<file path="src/rtl/irq_sync_filter.sv">
`default_nettype none
// ============================================================================
// Module   : irq_sync_filter
// Purpose  : Interrupt input conditioning ahead of the PLIC. Each raw line
//            is synchronized, optionally inverted (active-low sources), and
//            optionally glitch-filtered. A one-cycle rising-edge pulse is
//            produced for every 0->1 transition of the conditioned level.
// Ports    :
//   clk_i       - single clock, rising edge
//   rst_i       - asynchronous active-high reset
//   irqs_raw_i  - [NSRC] raw asynchronous interrupt lines
//   polarity_i  - [NSRC] 1 = line is active-low (inverted after the sync)
//   filt_en_i   - [NSRC] 1 = glitch filter enabled, 0 = bypass
//   filt_len_i  - [FILT_W] filter threshold L shared by all sources
//   irqs_o      - [NSRC] conditioned active-high levels
//   rise_o      - [NSRC] one-cycle pulse on each 0->1 of irqs_o
// Revision : 1.0 - initial release
// ============================================================================
module irq_sync_filter #(
  parameter int NSRC        = 32,
  parameter int SYNC_STAGES = 2,
  parameter int FILT_W      = 4
) (
  input  logic              clk_i,
  input  logic              rst_i,
  input  logic [NSRC-1:0]   irqs_raw_i,
  input  logic [NSRC-1:0]   polarity_i,
  input  logic [NSRC-1:0]   filt_en_i,
  input  logic [FILT_W-1:0] filt_len_i,
  output logic [NSRC-1:0]   irqs_o,
  output logic [NSRC-1:0]   rise_o
);

  // SYNC_STAGES is at most 3, so two bits hold the warm-up count.
  localparam int                WARM_W   = 2;
  localparam logic [WARM_W-1:0] WARM_END = WARM_W'(SYNC_STAGES);
  localparam logic [WARM_W-1:0] WARM_ONE = WARM_W'(1);
  localparam logic [FILT_W-1:0] CNT_ONE  = FILT_W'(1);

  // --------------------------------------------------------------------------
  // Synchronizer chain: stage 0 captures the raw line, the last stage is the
  // first value safe to use in logic.
  // --------------------------------------------------------------------------
  logic [NSRC-1:0] sync_q [SYNC_STAGES];
  logic [NSRC-1:0] sync_last;

  always_ff @(posedge clk_i or posedge rst_i) begin
    if (rst_i) begin
      for (int st = 0; st < SYNC_STAGES; st++) begin
        sync_q[st] <= '0;
      end
    end else begin
      sync_q[0] <= irqs_raw_i;
      for (int st = 1; st < SYNC_STAGES; st++) begin
        sync_q[st] <= sync_q[st-1];
      end
    end
  end

  assign sync_last = sync_q[SYNC_STAGES-1];

  // --------------------------------------------------------------------------
  // Warm-up: the synchronizer was cleared by reset, so its last stage does
  // not reflect the real line until SYNC_STAGES edges have passed. Without
  // this, an idle-high active-low line would briefly look asserted and emit
  // a spurious rise pulse.
  // --------------------------------------------------------------------------
  logic [WARM_W-1:0] warm_cnt;
  logic              warm_done;

  assign warm_done = (warm_cnt == WARM_END);

  always_ff @(posedge clk_i or posedge rst_i) begin
    if (rst_i) begin
      warm_cnt <= '0;
    end else if (!warm_done) begin
      warm_cnt <= warm_cnt + WARM_ONE;
    end
  end

  // --------------------------------------------------------------------------
  // Per-source filter. A new level must be seen for L+1 consecutive samples:
  // the counter advances while the sampled level differs from the output and
  // the output flips on the sample where the count has reached L. The >=
  // compare lets a threshold lowered below the running count take effect on
  // the very next edge; the counter only advances while below L, so it can
  // never wrap.
  // --------------------------------------------------------------------------
  for (genvar i = 0; i < NSRC; i++) begin : g_src
    logic              lvl;
    logic              irq_q;
    logic              irq_nxt;
    logic              rise_q;
    logic [FILT_W-1:0] cnt_q;
    logic [FILT_W-1:0] cnt_nxt;

    assign lvl = sync_last[i] ^ polarity_i[i];

    always_comb begin
      irq_nxt = irq_q;
      cnt_nxt = '0;
      if (!filt_en_i[i]) begin
        irq_nxt = lvl;
      end else if (lvl != irq_q) begin
        if (cnt_q >= filt_len_i) begin
          irq_nxt = lvl;
        end else begin
          cnt_nxt = cnt_q + CNT_ONE;
        end
      end
    end

    always_ff @(posedge clk_i or posedge rst_i) begin
      if (rst_i) begin
        irq_q  <= 1'b0;
        cnt_q  <= '0;
        rise_q <= 1'b0;
      end else if (!warm_done) begin
        irq_q  <= 1'b0;
        cnt_q  <= '0;
        rise_q <= 1'b0;
      end else begin
        irq_q  <= irq_nxt;
        cnt_q  <= cnt_nxt;
        // Registered alongside the level so the pulse lines up with the
        // first cycle irqs_o reads 1.
        rise_q <= irq_nxt & ~irq_q;
      end
    end

    assign irqs_o[i] = irq_q;
    assign rise_o[i] = rise_q;
  end

endmodule
`default_nettype wire
</file>
<file path="config.mk">
export PLATFORM = sky130hd
export DESIGN_NAME = irq_sync_filter
export DESIGN_NICKNAME = d
export VERILOG_FILES = /design/src/rtl/irq_sync_filter.sv
export SDC_FILE = /design/constraint.sdc
export NUM_CORES = 1
export LEC_CHECK = 0
export ABC_CLOCK_PERIOD_IN_PS = 24400
export BUFFER_PORTS_ARGS = -buffer_cell sky130_fd_sc_hd__buf_2
export CAP_MARGIN = 20
export CORE_MARGIN = 10
export CORE_UTILIZATION = 55
export DETAILED_ROUTE_END_ITERATION = 6
export PLACE_DENSITY = 0.76
export SYNTH_ARGS = -nofsm -noshare
export SYNTH_HDL_FRONTEND = slang
export SYNTH_SLANG_ARGS = --single-unit
</file>
<file path="constraint.sdc">
create_clock -name clk_i -period 24.4 [get_ports clk_i]
set_input_delay 2.44 -clock clk_i [delete_from_list [all_inputs] [get_ports clk_i]]
set_output_delay 2.44 -clock clk_i [all_outputs]
set_load 0.03 [all_outputs]
</file>
==> flow_metrics.tcl, run 1 <==
set metrics [dict create \
    status "finished clean" \
    hold_violations 0 \
    criticalPathCategory "input pin to register" \
    clock-sinks 258 \
    antenna_left 0 \
    path_max_fanout 32 \
    fin_skew_ns 0.0149 \
    ys_seq_elements 258 \
    grt_pass1_vias 9097 \
    netlist_instances 1173 \
    pwr-share-comb 0.175 \
    seqPwrFrac 0.444 \
    vias_per_cell 5.27 \
    clock_latency_ns 0.54 \
    clock_power_share 0.381 \
    netSwitchingFraction 0.282 \
    fin_tns_setup_ns 0 \
    start_util 0.555 \
    grt_pass1_wl_um 44000 \
    die_w_um 176 \
    power_mw 1.09 \
    max_slew.worst_pin.slew_ns 0.976 \
    setup_viol 0 \
    grt_usage 0.169 \
    drt_pre_antenna_iters 4 \
    crit_path_max_incr_delay_ns 0.73 \
    clk_pin_slew_worst_paths_ns 0.06 \
    wire_per_inst_um 16.0 \
    switchingPower_mw 0.307 \
    hold_ws_ns 0.347 \
    drc 0 \
    crit_path_cell_trace "buf_2 > ha_1 > nor3b_1 > o2111ai_1 > and3b_1" \
    peakVddDrop_mv 0.0457 \
    nNetsFinal 1561 \
    drv_cap 0 \
    endpoint_kind "register" \
    postCtsHoldBufs 0 \
    coreArea_um2 24100 \
    yosys_warnings 0 \
    hp-class "register to register" \
    post_cts_resized 0 \
    ys_seq_area_frac 0.483 \
    rr_worst_depth 6 \
    vias 8653 \
    io_buffer_count 165 \
    cts_made_buffers 29 \
    min_path_cells 0 \
    worstPathRequired_ns 24.82 \
    die_area_um2 31000 \
    finalCriticalPeriod_ns 4.02 \
    finalCritPeriodShare 0.165 \
    antenna_found_initial 1 \
    cp_slowest_cell "buf_2" \
    ctsLongestPathBuffers 3 \
    hpwlAfterDp_um 18000 \
    slew_viol_final 0 \
    rows 57 \
    cp.arrival_ns 4.44 \
    ios 166 \
    syn2layout_area_growth_pct 12.2 \
    yosysUniqueCellTypes 22 \
    max_freq_mhz 249 \
    p_leak_nw 7.56 \
    routabilityCongestion 0.751 \
    syn_area_um2 13400 \
    crit_family "buffers and inverters" \
    rsz0062_at_grt "false" \
    drtIter0Drc 448 \
    synth_nets 1436 \
    relSlewSlack 0.349 \
    cts_tree "done" \
    final_cell_mix "dfrtp_1, buf_2, ha_1, nor3_1, inv_1" \
    p_int_mw 0.783 \
    die_h_um 176 \
    grt_max_degree 129 \
    grt_overflow 0 \
    path_depth 5 \
    drt-total-wl_um 26300 \
    final_common_cell "dfrtp_1" \
    h-tree-depth 1 \
    layout-drive-gt1-share 0.190 \
    powerDensity_nw_per_um2 72.6 \
    cp.buffers_inverters 1 \
    cts_setup_buffers 0 \
    start_kind "input pin" \
    synth_area_per_cell_um2 11.4 \
    cts_root_buffer "clkbuf_16" \
]
==> routing by layer <==
| layer | share of wire | global-route usage | wire [µm] | vias to the layer above |
|---|---|---|---|---|
| met4 | 0.014 | 0.0399 | 364 | 0 |
| li1 | - | - | - | 4279 |
| met1 | 0.43 | 0.210 | 11300 | 4198 |
| met5 | 0 | 0 | 0 | - |
| met2 | 0.50 | 0.294 | 13200 | 146 |
| met3 | 0.056 | 0.0370 | 1480 | 30 |
==> area by class of cell <==
class | count | area, µm²
Antenna cell | 1 | 2.50
Clock buffer | 43 | 848
Clock inverter | 7 | 66.3
Fill cell | 1952 | 9090
Inverter | 101 | 387
Multi-Input combinational cell | 740 | 5980
Sequential cell | 258 | 6460
Tap cell | 324 | 405
Timing Repair Buffer | 168 | 868
==> through the flow <==
stage	util	worst slack, ns	instance area (µm²)	std cells
final	0.623	20.38	15000	1642
after global routing	0.623	20.29	15000	1642
after CTS	0.622	20.41	15000	1640
after detailed placement	0.584	19.85	14100	1590
after global placement	0.584	19.91	14100	1590
after floorplan	-	14.86	13400	1173
==> power groups by stage <==
stage | logic (mW) | clock network, mW | registers (mW)
final | 0.191 | 0.415 | 0.484
after floorplan | 0.160 | 0 | 0.485
after detailed placement | 0.193 | 0 | 0.492
after CTS | 0.195 | 0.426 | 0.484
after global placement | 0.186 | 0 | 0.490
after global routing | 0.216 | 0.446 | 0.488
==> sequential cells by signal, summed over array words and instances, names as in the netlist <==
signal / flops
g_src.cnt_q: 128
warm_cnt: 2
g_src.rise_q: 32
g_src.irq_q: 32
sync_q: 32
sync_last: 32
==> worst paths after layout <==
path | startpoint | to | slack (ns)
setup / recovery | filt_len_i[0] | g_src[18].rise_q | 20.38
hold / removal | sync_q[62] | sync_last[30] | 0.35
setup reg to reg | warm_cnt[0] | g_src[4].cnt_q[3] | 22.36
hold reg to reg | sync_q[62] | sync_last[30] | 0.35
max in group asynchronous | rst_i | g_src[18].cnt_q[3] | 20.86
min in group asynchronous | rst_i | g_src[15].cnt_q[3] | 2.11
==> cells by family after synthesis <==
group                    Yosys count  synth area share
multiplexers                      64            0.0509
buffers and inverters            175            0.0712
flip-flops                       258             0.483
adder cells (fa/ha/maj)          161             0.151
XOR/XNOR                          97            0.0635
AND/OR/NAND/NOR                  353             0.142
AO/OA/AOI/OAI                     65            0.0393
==> synthesized netlist by cell type <==
| cell type | n | share of area |
|---|---|---|
| xnor2_1 | 33 | 0.022 |
| nor3b_1 | 32 | 0.018 |
| nand3_1 | 32 | 0.012 |
| nand2_2 | 2 | 0.00094 |
| dfrtp_1 | 258 | 0.48 |
| and3b_1 | 32 | 0.021 |
| o21ai_0 | 1 | 0.00037 |
| mux2_2 | 32 | 0.027 |
| buf_6 | 2 | 0.0017 |
| o211ai_1 | 32 | 0.018 |
| buf_4 | 64 | 0.036 |
| buf_8 | 3 | 0.0034 |
| ha_1 | 161 | 0.15 |
| inv_1 | 101 | 0.028 |
| or2b_1 | 6 | 0.0034 |
| mux2i_1 | 32 | 0.024 |
| xor2_1 | 64 | 0.042 |
| o2111ai_1 | 32 | 0.021 |
| nor3_1 | 128 | 0.048 |
| nand2_1 | 95 | 0.027 |
| buf_2 | 5 | 0.0019 |
| nand2b_1 | 26 | 0.012 |
Power figures use the tool's default switching activity.
==> run 2, diff against run 1 <==
- ABC_CLOCK_PERIOD_IN_PS: 24400 -> 3600
- CORE_UTILIZATION: 55 -> 53
- PLACE_DENSITY: 0.76 -> 0.77
- clock period: 24.4 -> 3.6 ns (I/O delays scaled with it)
==> flow_metrics.tcl, run 2 (synthesized netlist as in run 1, its figures left out) <==
set metrics [dict create \
    grt_max_degree 94 \
    worstPathRequired_ns 4.05 \
    coreArea_um2 25000 \
    drt-total-wl_um 27200 \
    start_util 0.534 \
    io_buffer_count 165 \
    dp_cells 1600 \
    syn2layout_area_growth_pct 15.8 \
    start_kind "register" \
    ios 166 \
    place_area_um2 14100 \
    rsz0062_at_grt "false" \
    finalCritPeriodShare 0.616 \
    hp-class "input pin to register" \
    endpoint_kind "register" \
    vias 8892 \
    drtIter0Drc 388 \
    clock-sinks 258 \
    fin_cells 1688 \
    post_cts_resized 0 \
    hpwlAfterDp_um 18800 \
    rows 58 \
    setup_viol 0 \
    grt_overflow 0 \
    criticalPathCategory "register to register" \
    hold_ws_ns 0.165 \
    clock_latency_ns 0.54 \
    path_max_fanout 59 \
    grt_pass1_wl_um 45700 \
    fill_cells 1970 \
    max_freq_mhz 451 \
    wire_per_inst_um 16.1 \
    die_w_um 179 \
    h-tree-depth 1 \
    final_common_cell "dfrtp_1" \
    drt_pre_antenna_iters 4 \
    powerDensity_nw_per_um2 496 \
    cts_setup_buffers 0 \
    antenna_found_initial 3 \
    crit_path_max_incr_delay_ns 0.63 \
    crit_path_cell_trace "inv_1 > ha_4 > buf_4 > nand2_1 > mux2_2 > nor3_1" \
    layout-drive-gt1-share 0.192 \
    antenna_left 0 \
    drv_cap 0 \
    largest_reg_flops 128 \
    clk_pin_slew_worst_paths_ns 0.06 \
    peakVddDrop_mv 0.362 \
    cts_root_buffer "clkbuf_16" \
    fin_skew_ns 0.0110 \
    p_leak_nw 7.76 \
    final_cell_mix "dfrtp_1, buf_2, ha_1, nor3_1, inv_1" \
    cts_tree "done" \
    max_flop_register "g_src.cnt_q" \
    slew_viol_final 0 \
    grt_pass1_vias 9555 \
    die_h_um 179 \
    drc 0 \
    ctsLongestPathBuffers 3 \
    grt_usage 0.173 \
    cp_slowest_cell "ha_4" \
    final_util 0.619 \
    die_area_um2 32000 \
    finalCriticalPeriod_ns 2.22 \
    cts_made_buffers 28 \
    max_slew.worst_pin.slew_ns 0.985 \
    final_cell_area_um2 15500 \
    status "finished clean" \
    relSlewSlack 0.343 \
    cp.arrival_ns 2.66 \
    nNetsFinal 1596 \
    routabilityCongestion 0.779 \
    vias_per_cell 5.27 \
    hold_violations 0 \
]
[run 2: cell types whose count changed in the layout (fill, tap and decap cells not counted), moves of 3 or more]
| cell | change |
|---|---|
| dlygate4sd3_1 | +33 |
| clkbuf_1 | -5 |
| buf_12 | +3 |
| bufinv_16 | +3 |
[run 2: worst max-delay path: cells and delay by family, from the launching register on]
kind,cells,cell delay [ns]
buffers and inverters,2,0.48
DFF,1,0.39
and+or+nand+nor,2,0.31
muxes,1,0.31
adders and majority gates,1,0.63
[run 2: per-stage QoR]
stage	worst slack (ns)	TNS, ns	total power [mW]
CTS	1.34	0	7.79
global route	1.19	0	8.07
floorplan	-0.160	-41.18	4.37
finish	1.38	0	7.69
global placement	1.19	0	4.59
detailed placement	1.11	0	4.65
[run 2: timing repair]
action                                 CTS  global route
setup endpoints to repair                0             0
endpoints found under the hold margin   50             0
hold buffers                            33             0
[run 2: worst paths after layout]
path	cells past startpoint	slack [ns]	from	endpoint
worst min-delay path	4	0.16	polarity_i[5]	g_src[5].irq_q
worst max register to register	6	1.38	warm_cnt[0]	g_src[10].cnt_q[2]
min in group asynchronous	3	0.41	rst_i	sync_last[7]
worst max-delay path	6	1.38	warm_cnt[0]	g_src[10].cnt_q[2]
max in group asynchronous	4	2.33	rst_i	sync_last[3]
worst min register to register	0	0.35	sync_q[61]	sync_last[29]
[run 2: layer usage]
| metal | global-route usage | vias up | share of wire |
|---|---|---|---|
| met1 | 0.208 | 4327 | 0.43 |
| met4 | 0.0568 | 0 | 0.032 |
| met2 | 0.305 | 163 | 0.49 |
| met3 | 0.0307 | 45 | 0.047 |
| li1 | - | 4357 | - |
| met5 | 0 | - | 0 |
[run 2: where the power goes]
| group | total (mW) | leakage, nW | internal, mW | switching, mW |
|---|---|---|---|---|
| clock | 3.07 | 0.500 | 1.90 | 1.17 |
| sequential | 3.28 | 3.33 | 3.12 | 0.164 |
| combinational | 1.33 | 3.93 | 0.528 | 0.803 |
| total | 7.69 | 7.76 | 5.55 | 2.14 |
[run 2: area by class of cell]
| class | instances | area (µm²) | area share |
|---|---|---|---|
| Multi-Input combinational cell | 740 | 5980 | 0.386 |
| Clock inverter | 13 | 185 | 0.0119 |
| Inverter | 101 | 383 | 0.0247 |
| Clock buffer | 39 | 832 | 0.0537 |
| Tap cell | 330 | 413 | 0.0266 |
| Sequential cell | 258 | 6460 | 0.417 |
| Timing Repair Buffer | 204 | 1240 | 0.0799 |
| Antenna cell | 3 | 7.51 | 0.000484 |
==> run 3, diff against run 2 <==
- ABC_CLOCK_PERIOD_IN_PS: 3600 -> 1850
- clock period: 3.6 -> 1.85 ns (I/O delays scaled with it)
==> flow_metrics.tcl, run 3 (synthesized netlist as in run 1, its figures left out) <==
set metrics [dict create \
    setup_viol 0 \
    grt_overflow 0 \
    die_w_um 179 \
    crit_start "g_src[31].cnt_q[0]" \
    cp.arrival_ns 2.14 \
    drv_cap 0 \
    vias_per_cell 5.24 \
    largest_reg_flops 128 \
    p_leak_nw 7.95 \
    finalCriticalPeriod_ns 1.72 \
    max_slew.worst_pin.slew_ns 0.597 \
    syn2layout_area_growth_pct 19.0 \
    cts_tree "done" \
    ctsLongestPathBuffers 3 \
    rows 58 \
    rsz0062_at_grt "false" \
    grt_pass1_wl_um 46600 \
    finalCritPeriodShare 0.932 \
    relSlewSlack 0.602 \
    fin_tns_setup_ns 0 \
    hold_violations 0 \
    ff2ff_setup_slack_ns 0.13 \
    place_area_um2 14500 \
    fill_cells 1934 \
    nNetsFinal 1638 \
    reg2reg_to "g_src[31].rise_q" \
    io_buffer_count 165 \
    drt-total-wl_um 28200 \
    final_cell_mix "dfrtp_1, buf_2, ha_1, nor3_1, inv_1" \
    clk_pin_slew_worst_paths_ns 0.06 \
    fin_skew_ns 0.0207 \
    grt_max_degree 67 \
    hpwlAfterDp_um 20100 \
    path_max_fanout 6 \
    antenna_left 0 \
    max_freq_mhz 580 \
    wire_per_inst_um 16.4 \
    final_common_cell "dfrtp_1" \
    max_flop_register "g_src.cnt_q" \
    h-tree-depth 1 \
    drt_pre_antenna_iters 4 \
    clock-sinks 258 \
    drc 0 \
    die_h_um 179 \
    endpoint_kind "register" \
    post-place-ws_ns 0.00863 \
    powerDensity_nw_per_um2 893 \
    drtIter0Drc 416 \
    fin_ws_ns 0.126 \
    peakVddDrop_mv 0.801 \
    routabilityCongestion 0.826 \
    grt_pass1_vias 9442 \
    endpoint "g_src[31].rise_q" \
    slew_viol_final 0 \
    start_kind "register" \
    criticalPathCategory "register to register" \
    hp-class "input pin to register" \
    vias 9042 \
    final_cell_area_um2 15900 \
    ios 166 \
    rr_worst_depth 5 \
    clock_latency_ns 0.54 \
    timing.rr.start "g_src[31].cnt_q[0]" \
    layout-drive-gt1-share 0.197 \
    die_area_um2 32000 \
    coreArea_um2 25000 \
    grt_usage 0.177 \
    start_util 0.534 \
    cts_root_buffer "clkbuf_16" \
    worstPathRequired_ns 2.27 \
    cts_made_buffers 28 \
    antenna_found_initial 1 \
    status "finished clean" \
]
-- run 3: how the worst min path moves through the flow --
stage | from | cells past startpoint | slack, ns | endpoint
after global routing | filt_en_i[31] | 3 | 0.005 | g_src[31].cnt_q[0]
final | filt_en_i[31] | 3 | 0.008 | g_src[31].cnt_q[0]
after floorplan | irqs_raw_i[0] | 0 | 0.22 | sync_q[32]
after detailed placement | rst_i | 2 | 0.23 | sync_last[9]
after global placement | rst_i | 2 | 0.22 | sync_q[41]
after CTS | polarity_i[0] | 4 | 0.002 | g_src[0].irq_q
-- run 3: worst max-delay path, cell delays in order, from the launching register on --
cell and delay, ns:
dfrtp_1 0.40, inv_1 0.06, ha_1 0.28, nor3b_1 0.34, o2111ai_2 0.28, and3b_1 0.26
-- run 3: report_power, final --
part,switching [mW],leakage [nW],internal (mW)
logic,1.60,4.21,1.12
registers,0.318,3.33,6.07
clock network,2.18,0.415,2.93
total,4.10,7.95,10.1
-- run 3: layout make-up --
cell class / count / area, µm² / area share
multi-input combinational: 740 / 5990 / 0.376
timing repair buffer: 246 / 1820 / 0.115
clock buffer: 38 / 778 / 0.0489
antenna: 1 / 2.50 / 0.000157
inverter: 101 / 387 / 0.0243
tap: 330 / 413 / 0.0259
clock inverter: 10 / 66.3 / 0.00417
sequential: 258 / 6460 / 0.406
-- run 3: stage by stage --
| step | utilization | hold slack [ns] | power [mW] | std cells |
|---|---|---|---|---|
| final | 0.636 | 0.00839 | 14.2 | 1724 |
| after detailed placement | 0.579 | 0.225 | 9.14 | 1619 |
| after CTS | 0.634 | 0.00176 | 14.4 | 1721 |
| after global routing | 0.636 | 0.00510 | 15.0 | 1724 |
| after global placement | 0.579 | 0.219 | 9.01 | 1619 |
| after floorplan | - | 0.216 | 8.51 | 1173 |
-- run 3: repair_timing --
| action | in CTS | in global routing |
|---|---|---|
| gates resized for setup | 0 | 2 |
| hold buffers | 54 | 0 |
| hold endpoints to repair | 104 | 0 |
| buffers inserted | 0 | 1 |
| endpoints found under the setup margin | 0 | 5 |
-- run 3: per-layer routing --
metal	GRT usage	wire length, µm
met3	0.0388	1530
met4	0.0434	571
met1	0.221	12100
met2	0.306	14000
met5	0	0
